===== config.mk =====
export PLATFORM = sky130hd
export DESIGN_NAME = match_event_tracker
export DESIGN_NICKNAME = d
export VERILOG_FILES = /design/src/rtl/match_tracker_pkg.sv /design/src/rtl/pulse_stretcher.sv /design/src/rtl/match_event_tracker.sv
export SDC_FILE = /design/constraint.sdc
export NUM_CORES = 1
export LEC_CHECK = 0
export CAP_MARGIN = 10
export CORE_MARGIN = 2
export CORE_UTILIZATION = 60
export DETAILED_ROUTE_END_ITERATION = 16
export PLACE_DENSITY_LB_ADDON = 0.15
export SLEW_MARGIN = 20
export SYNTH_ARGS = -nofsm -noshare
export SYNTH_HDL_FRONTEND = slang
export SYNTH_HIERARCHICAL = 1
export SYNTH_SLANG_ARGS = --single-unit

===== constraint.sdc =====
create_clock -name clk -period 3.2 [get_ports clk]
set_input_delay 0.8 -clock clk [delete_from_list [all_inputs] [get_ports clk]]
set_output_delay 0.8 -clock clk [all_outputs]
set_load 0.05 [all_outputs]

===== src/rtl/match_tracker_pkg.sv =====
// Shared types and constants for the match event tracker: gap FSM states,
// stat_out view encodings and the counter saturation value.
package match_tracker_pkg;

   // Default statistics width used by the top-level build.
   localparam int unsigned DEF_CNT_W = 8;

   // All-ones value of a w-bit counter, used as the saturation point.
   function automatic int unsigned cnt_max(input int unsigned w);
      return (1 << w) - 1;
   endfunction

   localparam int unsigned CNT_MAX = cnt_max(DEF_CNT_W);

   // Gap FSM: IDLE until the first hit, then TIMING forever (until clear/rst).
   typedef enum logic {
      IDLE   = 1'b0,
      TIMING = 1'b1
   } gap_state_e;

   // stat_out view selection.
   typedef enum logic [1:0] {
      SEL_COUNT = 2'b00,
      SEL_GAP   = 2'b01,
      SEL_FLAGS = 2'b10,
      SEL_RUN   = 2'b11
   } sel_view_e;

endpackage


===== src/rtl/pulse_stretcher.sv =====
// Retriggerable pulse stretcher: a trig pulse holds out high for exactly
// STRETCH_CYC cycles; a new trig during the hold restarts the full length.
module pulse_stretcher #(
   parameter int unsigned STRETCH_CYC = 8
) (
   input  logic clk,
   input  logic rst,
   input  logic clear,
   input  logic trig,
   output logic out
);

   localparam int unsigned SW = $clog2(STRETCH_CYC + 1);

   logic [SW-1:0] stretch_cnt;

   // Load on trig, otherwise count down to zero; clear wins over trig.
   always_ff @(posedge clk or posedge rst) begin
      if (rst) begin
         stretch_cnt <= '0;
      end else if (clear) begin
         stretch_cnt <= '0;
      end else if (trig) begin
         stretch_cnt <= SW'(STRETCH_CYC);
      end else if (stretch_cnt != '0) begin
         stretch_cnt <= stretch_cnt - SW'(1);
      end
   end

   assign out = (stretch_cnt != '0);

endmodule


===== src/rtl/match_event_tracker.sv =====
// Match event tracker: turns the 11011 detector's match output into a
// saturating match count, last inter-match gap, sticky overflow flag and a
// stretched LED pulse, with one statistic muxed onto stat_out.
module match_event_tracker
   import match_tracker_pkg::*;
#(
   parameter int unsigned CNT_W       = DEF_CNT_W,
   parameter int unsigned STRETCH_CYC = 8
) (
   input  logic       clk,
   input  logic       rst,
   input  logic       match_in,
   input  logic       clear,
   input  logic [1:0] sel,
   output logic [7:0] stat_out,
   output logic       led,
   output logic       overflow
);

   localparam logic [CNT_W-1:0] SAT = CNT_W'(cnt_max(CNT_W));

   logic             match_d;
   logic             hit;
   logic [CNT_W-1:0] count;
   logic [CNT_W-1:0] gap_q,   gap_d;
   logic [CNT_W-1:0] run_q,   run_d;
   gap_state_e       state_q, state_d;

   // Previous-cycle copy of match_in for rising-edge detection; keeps
   // sampling during clear so a held match is not recounted afterwards.
   // NOTE: clocked state uses non-blocking (<=) so every register samples
   // pre-edge values regardless of block ordering.
   always_ff @(posedge clk or posedge rst) begin
      if (rst) begin
         match_d <= 1'b0;
      end else begin
         match_d <= match_in;
      end
   end

   // A long-high match_in produces a single one-cycle hit.
   assign hit = match_in & ~match_d;

   // Saturating match counter; a hit at saturation raises sticky overflow.
   always_ff @(posedge clk or posedge rst) begin
      if (rst) begin
         count    <= '0;
         overflow <= 1'b0;
      end else if (clear) begin
         count    <= '0;
         overflow <= 1'b0;
      end else if (hit) begin
         if (count == SAT) begin
            overflow <= 1'b1;
         end else begin
            count <= count + CNT_W'(1);
         end
      end
   end

   // Gap FSM state and timing registers.
   always_ff @(posedge clk or posedge rst) begin
      if (rst) begin
         state_q <= IDLE;
         gap_q   <= '0;
         run_q   <= '0;
      end else begin
         state_q <= state_d;
         gap_q   <= gap_d;
         run_q   <= run_d;
      end
   end

   // Gap FSM next state: the running count starts at 1 on a hit so that a
   // hit k cycles later captures exactly k; it saturates at SAT.
   // NOTE: every output of this block gets a default first, so no path can
   // leave one unassigned and infer a latch.
   always_comb begin
      state_d = state_q;
      gap_d   = gap_q;
      run_d   = run_q;
      if (clear) begin
         state_d = IDLE;
         gap_d   = '0;
         run_d   = '0;
      end else begin
         case (state_q)
            IDLE: begin
               if (hit) begin
                  state_d = TIMING;
                  run_d   = CNT_W'(1);
               end
            end
            TIMING: begin
               if (hit) begin
                  gap_d = run_q;
                  run_d = CNT_W'(1);
               end else if (run_q != SAT) begin
                  run_d = run_q + CNT_W'(1);
               end
            end
            default: begin
               state_d = IDLE;
            end
         endcase
      end
   end

   pulse_stretcher #(
      .STRETCH_CYC (STRETCH_CYC)
   ) u_stretch (
      .clk   (clk),
      .rst   (rst),
      .clear (clear),
      .trig  (hit),
      .out   (led)
   );

   // Zero-latency view select onto the output bus.
   always_comb begin
      stat_out = '0;
      case (sel_view_e'(sel))
         SEL_COUNT: stat_out = 8'(count);
         SEL_GAP:   stat_out = 8'(gap_q);
         SEL_FLAGS: stat_out = {overflow, state_q == TIMING, led, 5'b0};
         SEL_RUN:   stat_out = 8'(run_q);
         default:   stat_out = '0;
      endcase
   end

endmodule


==> flow_summary.toml, run 1 <==
[final_layout]
multi_input_comb_area_um2 = 940.9
antenna-diode-count = 0
seqCellArea_um2 = 775.7
share_of_cells_above_drive_strength_1 = 0.2021
finalCoreUtilization = 0.7028
area.growth.synth_to_final_pct = 9.360
final.fill_count = 209
design.final.nets = 196

[yosys]
netlist_top_cells_area = "sky130_fd_sc_hd__dfrtp_1 (43%), sky130_fd_sc_hd__mux2i_1 (7.2%), sky130_fd_sc_hd__mux2_2 (3.7%)"
synth_adder_area_share = 0.02065
post_synth_inst_count = 173
synth_top_area_cell = "sky130_fd_sc_hd__dfrtp_1"
synth.top_cell.area_share = 0.4267
synth_xor_area_frac = 0.004818
async_sr_flop_fraction = 1.000
dominantRegCellSynth = "sky130_fd_sc_hd__dfrtp_1"
synth-seq-cells = 31
synthesis.area_um2 = 1818
syn_area_per_cell_um2 = 10.51
synth_top_family_by_area = "simple AND/OR/NAND/NOR gates"
ys_seq_area_frac = 0.4267
synth_compound_gate_area_share = 0.1425
synthesis.nets = 182
synth_edf_count = 0
yosys.cell_types.count = 47
synthMuxAreaShare = 0.1542
yosys.area_share.simple = 0.1955
synth-warning-count = 6

[setup_path]
max_stage_delay_ns = 0.61
worstRegToRegCells = 4
critical_path_peak_fanout = 9
cp_data_required_time_ns = 2.40
crit_arrival_ns = 2.25
critical_path.startpoint_type = "input pin"
worstSetupEndpointType = "primary output"
critical-path-slowest-cell = "sky130_fd_sc_hd__clkdlybuf4s50_1"
worstReg2RegStart = "u_stretch/stretch_cnt[0]$_DFFE_PP0P_"
r2r_end = "u_stretch/stretch_cnt[1]$_DFFE_PP0P_"
critical_path_class = "in2out"
reg2reg_setup_slack_ns = 1.54
critical_path_cell_by_cell = "clkdlybuf4s50_1, nor2_1, a22o_1, buf_4"

[worst_hold_path]
worstHoldPathCells = 2
hold_path.startpoint = "gap_q[3]$_DFFE_PP0P_"
hold_class = "reg2reg"
worst_hold_path.endpoint = "gap_q[3]$_DFFE_PP0P_"

[die]
placement_rows = 19
dieWidth_um = 59.05
die-area_um2 = 3486
starting_density_of_the_core = 0.6426
core_um2 = 2829
die_y_um = 59.05
boundaryPins = 16

[route]
route.met3.wl_um = 180
drt-vias-per-instance = 6.534
wire_per_inst_um = 17.96
drc = 0
dr.max_layer_used = "met4"
first_pass_iters = 5
via_count = 1431
wirelength_um = 3934
antenna_violating_nets_post_route = 0
met2_wirelength_um = 1903
wl_met1_um = 1745
drt-initial-drc-count = 132

[pwr]
post-layout-total-power_mw = 0.9339
pwr_density_cell_nw_per_um2 = 469.8
max-vdd-ir-drop_mv = 0.3061
power.leakage_nw = 0.9285

[run]
max-cap-violations = 0

[global_routing]
number_of_antenna_violations_at_the_first_check_in_global_routing = 0
grt_use_total = 0.2619
largest_net_degree_at_the_start_of_global_routing = 28
global_route_wire_length_before_repair_um = 6699
grt_pass1_vias = 1431
globalRouteOverflowTotal = 0

[sta]
post-route-period-util = 0.9527
final-hold-violation-count = 0
hold-worst-slack_ns = 0.5406
final-max-slew-violation-count = 0
setup-violations-final = 0
finalCriticalPeriod_ns = 3.049
worst_clock_skew_ns = 0.01037
timing_worst_slew_pin_value_ns = 0.6083
layout_setup_ws_ns = 0.1514
max_clock_freq_mhz = 328.0
max_slew_margin = 0.5940
rsz0062_at_grt = "false"
tns_ns = 0

[clock_tree]
clock_tree.buffer_depth = 2
cts-buffers-inserted = 5
tritoncts_num_sinks = 31
clk_pin_slew_worst_paths_ns = 0.10
htree_num_levels = 2
cts.repair.resized = 0
clock_tree_from_tritoncts = "done"
post_cts_buffers = 0
clock_tree_root_buffer_cell = "sky130_fd_sc_hd__clkbuf_4"
cts.hold.buffers_added = 0
clock_insertion_delay_worst_skew_ns = 0.33

[run_status]
run_status = "finished clean"

[placement]
hpwl_um = 2734
pre_cts_ws_ns = 0.1903
numPortBuffers = 15
routabilityCongestion = 0.8856
[synth_stat cells, types with 2 or more instances]
library cell                n
sky130_fd_sc_hd__nor3b_1    2
sky130_fd_sc_hd__nand3_1   10
sky130_fd_sc_hd__buf_6      2
sky130_fd_sc_hd__a211oi_1   6
sky130_fd_sc_hd__dfrtp_1   31
sky130_fd_sc_hd__nand2_1    7
sky130_fd_sc_hd__mux2i_1   13
sky130_fd_sc_hd__or3_1      3
sky130_fd_sc_hd__a22o_1     4
sky130_fd_sc_hd__nand4_1    2
sky130_fd_sc_hd__and3_1     4
sky130_fd_sc_hd__ha_1       3
sky130_fd_sc_hd__buf_4      3
sky130_fd_sc_hd__clkbuf_1   3
sky130_fd_sc_hd__a41oi_1    4
sky130_fd_sc_hd__buf_2      3
sky130_fd_sc_hd__nor3_1     9
sky130_fd_sc_hd__and4_4     2
sky130_fd_sc_hd__mux4_2     3
sky130_fd_sc_hd__nor2_1    17
sky130_fd_sc_hd__inv_1      5
sky130_fd_sc_hd__a31oi_1    2
sky130_fd_sc_hd__mux2_2     6
sky130_fd_sc_hd__a21oi_1    6
[sequential cells by signal, indices dropped and copies added, names as in the netlist]
signal and flops:
match_d 1, state_q 1, overflow 1, u_stretch/stretch_cnt 4, count 8, run_q 8, gap_q 8
[worst max-delay path by stage]
stage / from / end / cells past startpoint
after detailed placement: sel[1] / stat_out[0] / 5
after floorplan: u_stretch/stretch_cnt[0]$_DFFE_PP0P_ / stat_out[5] / 5
after CTS: sel[1] / stat_out[0] / 5
final: sel[0] / stat_out[4] / 4
after global placement: sel[1] / stat_out[0] / 5
after global routing: u_stretch/stretch_cnt[1]$_DFFE_PP0P_ / led / 4
[worst max-delay path: cells and delay by family]
kind                   cells  cell delay [ns]
AO/OA/AOI/OAI              1             0.23
AND/OR/NAND/NOR            1             0.40
buffers and inverters      2             0.81
[per-stage QoR]
stage	std cells	area (um^2)
finish	219	1988
detailed placement	211	1938
global placement	211	1938
global route	219	1988
CTS	219	1988
floorplan	173	1818
[cell usage in the layout (no fill, tap or decap), types with 2 or more instances in the layout]
cell type / n
sky130_fd_sc_hd__a211oi_1: 6
sky130_fd_sc_hd__a21oi_1: 6
sky130_fd_sc_hd__a22o_1: 4
sky130_fd_sc_hd__a31oi_1: 2
sky130_fd_sc_hd__a41oi_1: 4
sky130_fd_sc_hd__and3_1: 4
sky130_fd_sc_hd__and4_4: 2
sky130_fd_sc_hd__buf_4: 12
sky130_fd_sc_hd__clkbuf_1: 2
sky130_fd_sc_hd__clkbuf_4: 5
sky130_fd_sc_hd__clkdlybuf4s50_1: 7
sky130_fd_sc_hd__dfrtp_1: 31
sky130_fd_sc_hd__ha_1: 3
sky130_fd_sc_hd__inv_1: 5
sky130_fd_sc_hd__mux2_2: 6
sky130_fd_sc_hd__mux2i_1: 13
sky130_fd_sc_hd__mux4_2: 3
sky130_fd_sc_hd__nand2_1: 7
sky130_fd_sc_hd__nand3_1: 10
sky130_fd_sc_hd__nand4_1: 2
sky130_fd_sc_hd__nor2_1: 17
sky130_fd_sc_hd__nor3_1: 9
sky130_fd_sc_hd__nor3b_1: 2
sky130_fd_sc_hd__or3_1: 3
[report_power, final]
| part | leakage [nW] | internal, mW | switching, mW |
|---|---|---|---|
| Combinational | 0.474 | 0.110 | 0.166 |
| Clock | 0.0293 | 0.0854 | 0.128 |
| Sequential | 0.425 | 0.418 | 0.0261 |
| Total | 0.929 | 0.613 | 0.321 |
[layout make-up]
type	instances	share of cell area
clock inverter	1	0.002517
multi-input combinational	124	0.4733
sequential	31	0.3902
tap	31	0.01951
clock buffer	7	0.02266
inverter	6	0.01133
timing repair buffer	19	0.08055
[metal layers]
metal  vias to the layer above  track usage
met3                        14      0.06332
met5                         -            0
met1                       695       0.3459
met4                         0       0.1364
li1                        674            -
met2                        48       0.4016
[cell families (layout without fill, tap and decap cells)]
group | count (synthesis) | after routing
xor gates and xnor gates | 1 | 1
buffers and inverters | 18 | 33
and+or+nand+nor | 65 | 65
adders and majority gates | 3 | 3
muxes | 23 | 23
DFF | 31 | 31
AOI/OAI and AO/OA | 32 | 32
Note: power is estimated with default switching activity, not from simulation.
==> run 2: changes to the inputs <==
Settings changed: CORE_UTILIZATION 60 to 51, CTS_CLUSTER_SIZE set to 10.
Clock period 3.2 ns to 2.45 ns, I/O delays scaled along.
==> flow_summary.toml, run 2 (synthesis results as in run 1) <==
[final_layout]
largestRegisters = "count x8, gap_q x8, run_q x8"
area.growth.synth_to_final_pct = 20.03
final-instance-count-excl-fill = 249
antenna-diode-count = 0
leading_cell_type_in_the_layout_fill_and_taps_excluded = "sky130_fd_sc_hd__dfrtp_1"
share_of_cells_above_drive_strength_1 = 0.2906
post_route_standard_cell_area_excluding_fillers_um2 = 2182
mostFrequentLayoutCells = "sky130_fd_sc_hd__dfrtp_1 (31), sky130_fd_sc_hd__buf_4 (23), sky130_fd_sc_hd__nor2_1 (17)"
design.final.nets = 211
finalCoreUtilization = 0.6438

[sta]
worst_clock_skew_ns = 0.01181
layout_setup_ws_ns = -0.1460
max_clock_freq_mhz = 385.2
rsz0062_at_grt = "true"
final-hold-violation-count = 0
finalCriticalPeriod_ns = 2.596
post-route-period-util = 1.060
setup-violations-final = 1
max_slew_margin = 0.6435
timing_worst_slew_pin_value_ns = 0.5331
final-max-slew-violation-count = 0

[route]
via_count = 1479
antenna_violating_nets_post_route = 0
drt-initial-drc-count = 136
drc = 0
first_pass_iters = 4
wire_per_inst_um = 16.61
drt-vias-per-instance = 5.940
wirelength_um = 4136

[setup_path]
worstReg2RegStart = "u_stretch/stretch_cnt[1]$_DFFE_PP0P_"
r2r_end = "u_stretch/stretch_cnt[1]$_DFFE_PP0P_"
critical_path_cell_by_cell = "inv_2, ha_4, or3b_4, mux4_2, buf_8"
critical_path_peak_fanout = 3
max_stage_delay_ns = 0.49
critical_path_class = "reg2out"
worstRegToRegCells = 6
cp_data_required_time_ns = 1.84
worstSetupEndpointType = "primary output"
crit_arrival_ns = 1.98
reg2reg_setup_slack_ns = 0.67
critical-path-slowest-cell = "sky130_fd_sc_hd__mux4_2"
critical_path.startpoint_type = "flip-flop"

[global_routing]
grt_use_total = 0.2348
largest_net_degree_at_the_start_of_global_routing = 28
globalRouteOverflowTotal = 0
global_route_wire_length_before_repair_um = 7210
number_of_antenna_violations_at_the_first_check_in_global_routing = 0
grt_pass1_vias = 1423

[die]
core_um2 = 3390
dieWidth_um = 63.71
die_y_um = 63.71
starting_density_of_the_core = 0.5364
placement_rows = 21
die-area_um2 = 4058
boundaryPins = 16

[placement]
dpl_cell_area_um2 = 2042
routabilityCongestion = 0.9009
pre_cts_ws_ns = -0.1760
numPortBuffers = 15
hpwl_um = 2878
dp_cells = 236

[clock_tree]
clock_tree_from_tritoncts = "done"
clock_tree_root_buffer_cell = "sky130_fd_sc_hd__clkbuf_4"
tritoncts_num_sinks = 31
cts-buffers-inserted = 5
clock_insertion_delay_worst_skew_ns = 0.34
clk_pin_slew_worst_paths_ns = 0.09
clock_tree.buffer_depth = 2
htree_num_levels = 2

[pwr]
power.leakage_nw = 1.037
p_seq_frac = 0.419
pwr_density_cell_nw_per_um2 = 632.7
pwr-share-comb = 0.378
netSwitchingPower_mw = 0.4593
pwr-share-clk = 0.203
max-vdd-ir-drop_mv = 0.3512
power.internal_mw = 0.9214
power_switching_share = 0.3327

[run_status]
run_status = "finished, violations left"
violations = "negative setup slack"

[worst_hold_path]
hold_class = "in2async"

[run]
max-cap-violations = 0
## run 2: changes by cell type in the layout (fill, tap and decap cells not counted), moves of 2 or more
cell,delta
sky130_fd_sc_hd__buf_4,+11
sky130_fd_sc_hd__buf_6,+2
sky130_fd_sc_hd__clkdlybuf4s50_1,-3
sky130_fd_sc_hd__inv_1,-2
sky130_fd_sc_hd__inv_2,+2
## run 2: area by class of cell
| cell class | count | area [um^2] |
|---|---|---|
| clock buffers | 7 | 45.04 |
| clock inverters | 1 | 5.005 |
| fillers | 270 | 1207 |
| inverters | 6 | 22.52 |
| multi-input cells | 124 | 955.9 |
| flip-flops and latches | 31 | 775.7 |
| well taps | 46 | 57.56 |
| repair buffers | 34 | 320.3 |
## run 2: worst max-delay path by stage
stage / startpoint / end / slack [ns] / depth (start not counted)
after detailed placement: sel[1] / stat_out[0] / -0.18 / 5
after global placement: sel[1] / stat_out[0] / -0.16 / 5
final: u_stretch/stretch_cnt[1]$_DFFE_PP0P_ / stat_out[5] / -0.15 / 5
after floorplan: u_stretch/stretch_cnt[0]$_DFFE_PP0P_ / stat_out[5] / 0.03 / 5
after CTS: u_stretch/stretch_cnt[0]$_DFFE_PP0P_ / stat_out[5] / -0.16 / 5
after global routing: u_stretch/stretch_cnt[1]$_DFFE_PP0P_ / stat_out[5] / -0.21 / 5
## run 2: worst max-delay path: cells and delay by family (launching register included)
kind / cells / cell delay (ns)
adders and majority gates: 1 / 0.13
buffers and inverters: 2 / 0.25
DFF: 1 / 0.40
muxes: 1 / 0.49
and+or+nand+nor: 1 / 0.38
## run 2: per-stage QoR
| step | hold slack (ns) | power (mW) | setup TNS (ns) |
|---|---|---|---|
| floorplan | 0.3786 | 0.8750 | 0 |
| global placement | 0.5018 | 0.9634 | -1.049 |
| detailed placement | 0.5137 | 0.9843 | -1.072 |
| CTS | 0.4789 | 1.350 | -0.1600 |
| global route | 0.5008 | 1.463 | -0.2135 |
| finish | 0.4874 | 1.381 | -0.1460 |
## run 2: timing repair
action,CTS,global route
pin swaps,0,1
setup buffers,2,2
resized for setup,10,3
setup endpoints to repair,8,7
hold buffers,0,0
cloned,1,0
## run 2: power by group through the flow
stage	clock (mW)	sequential, mW	combinational [mW]
2_1_floorplan	0	0.579	0.296
3_3_place_gp	0	0.588	0.376
3_5_place_dp	0	0.590	0.394
4_1_cts	0.294	0.577	0.479
5_1_grt	0.311	0.583	0.569
6_report	0.281	0.578	0.522
## run 2: routing by layer
metal	global-route usage	up-vias	routed length, um
met2	0.3671	43	1980
met1	0.3163	717	1888
met3	0.06429	6	211
met5	0	-	0
li1	-	713	-
met4	0.07609	0	55
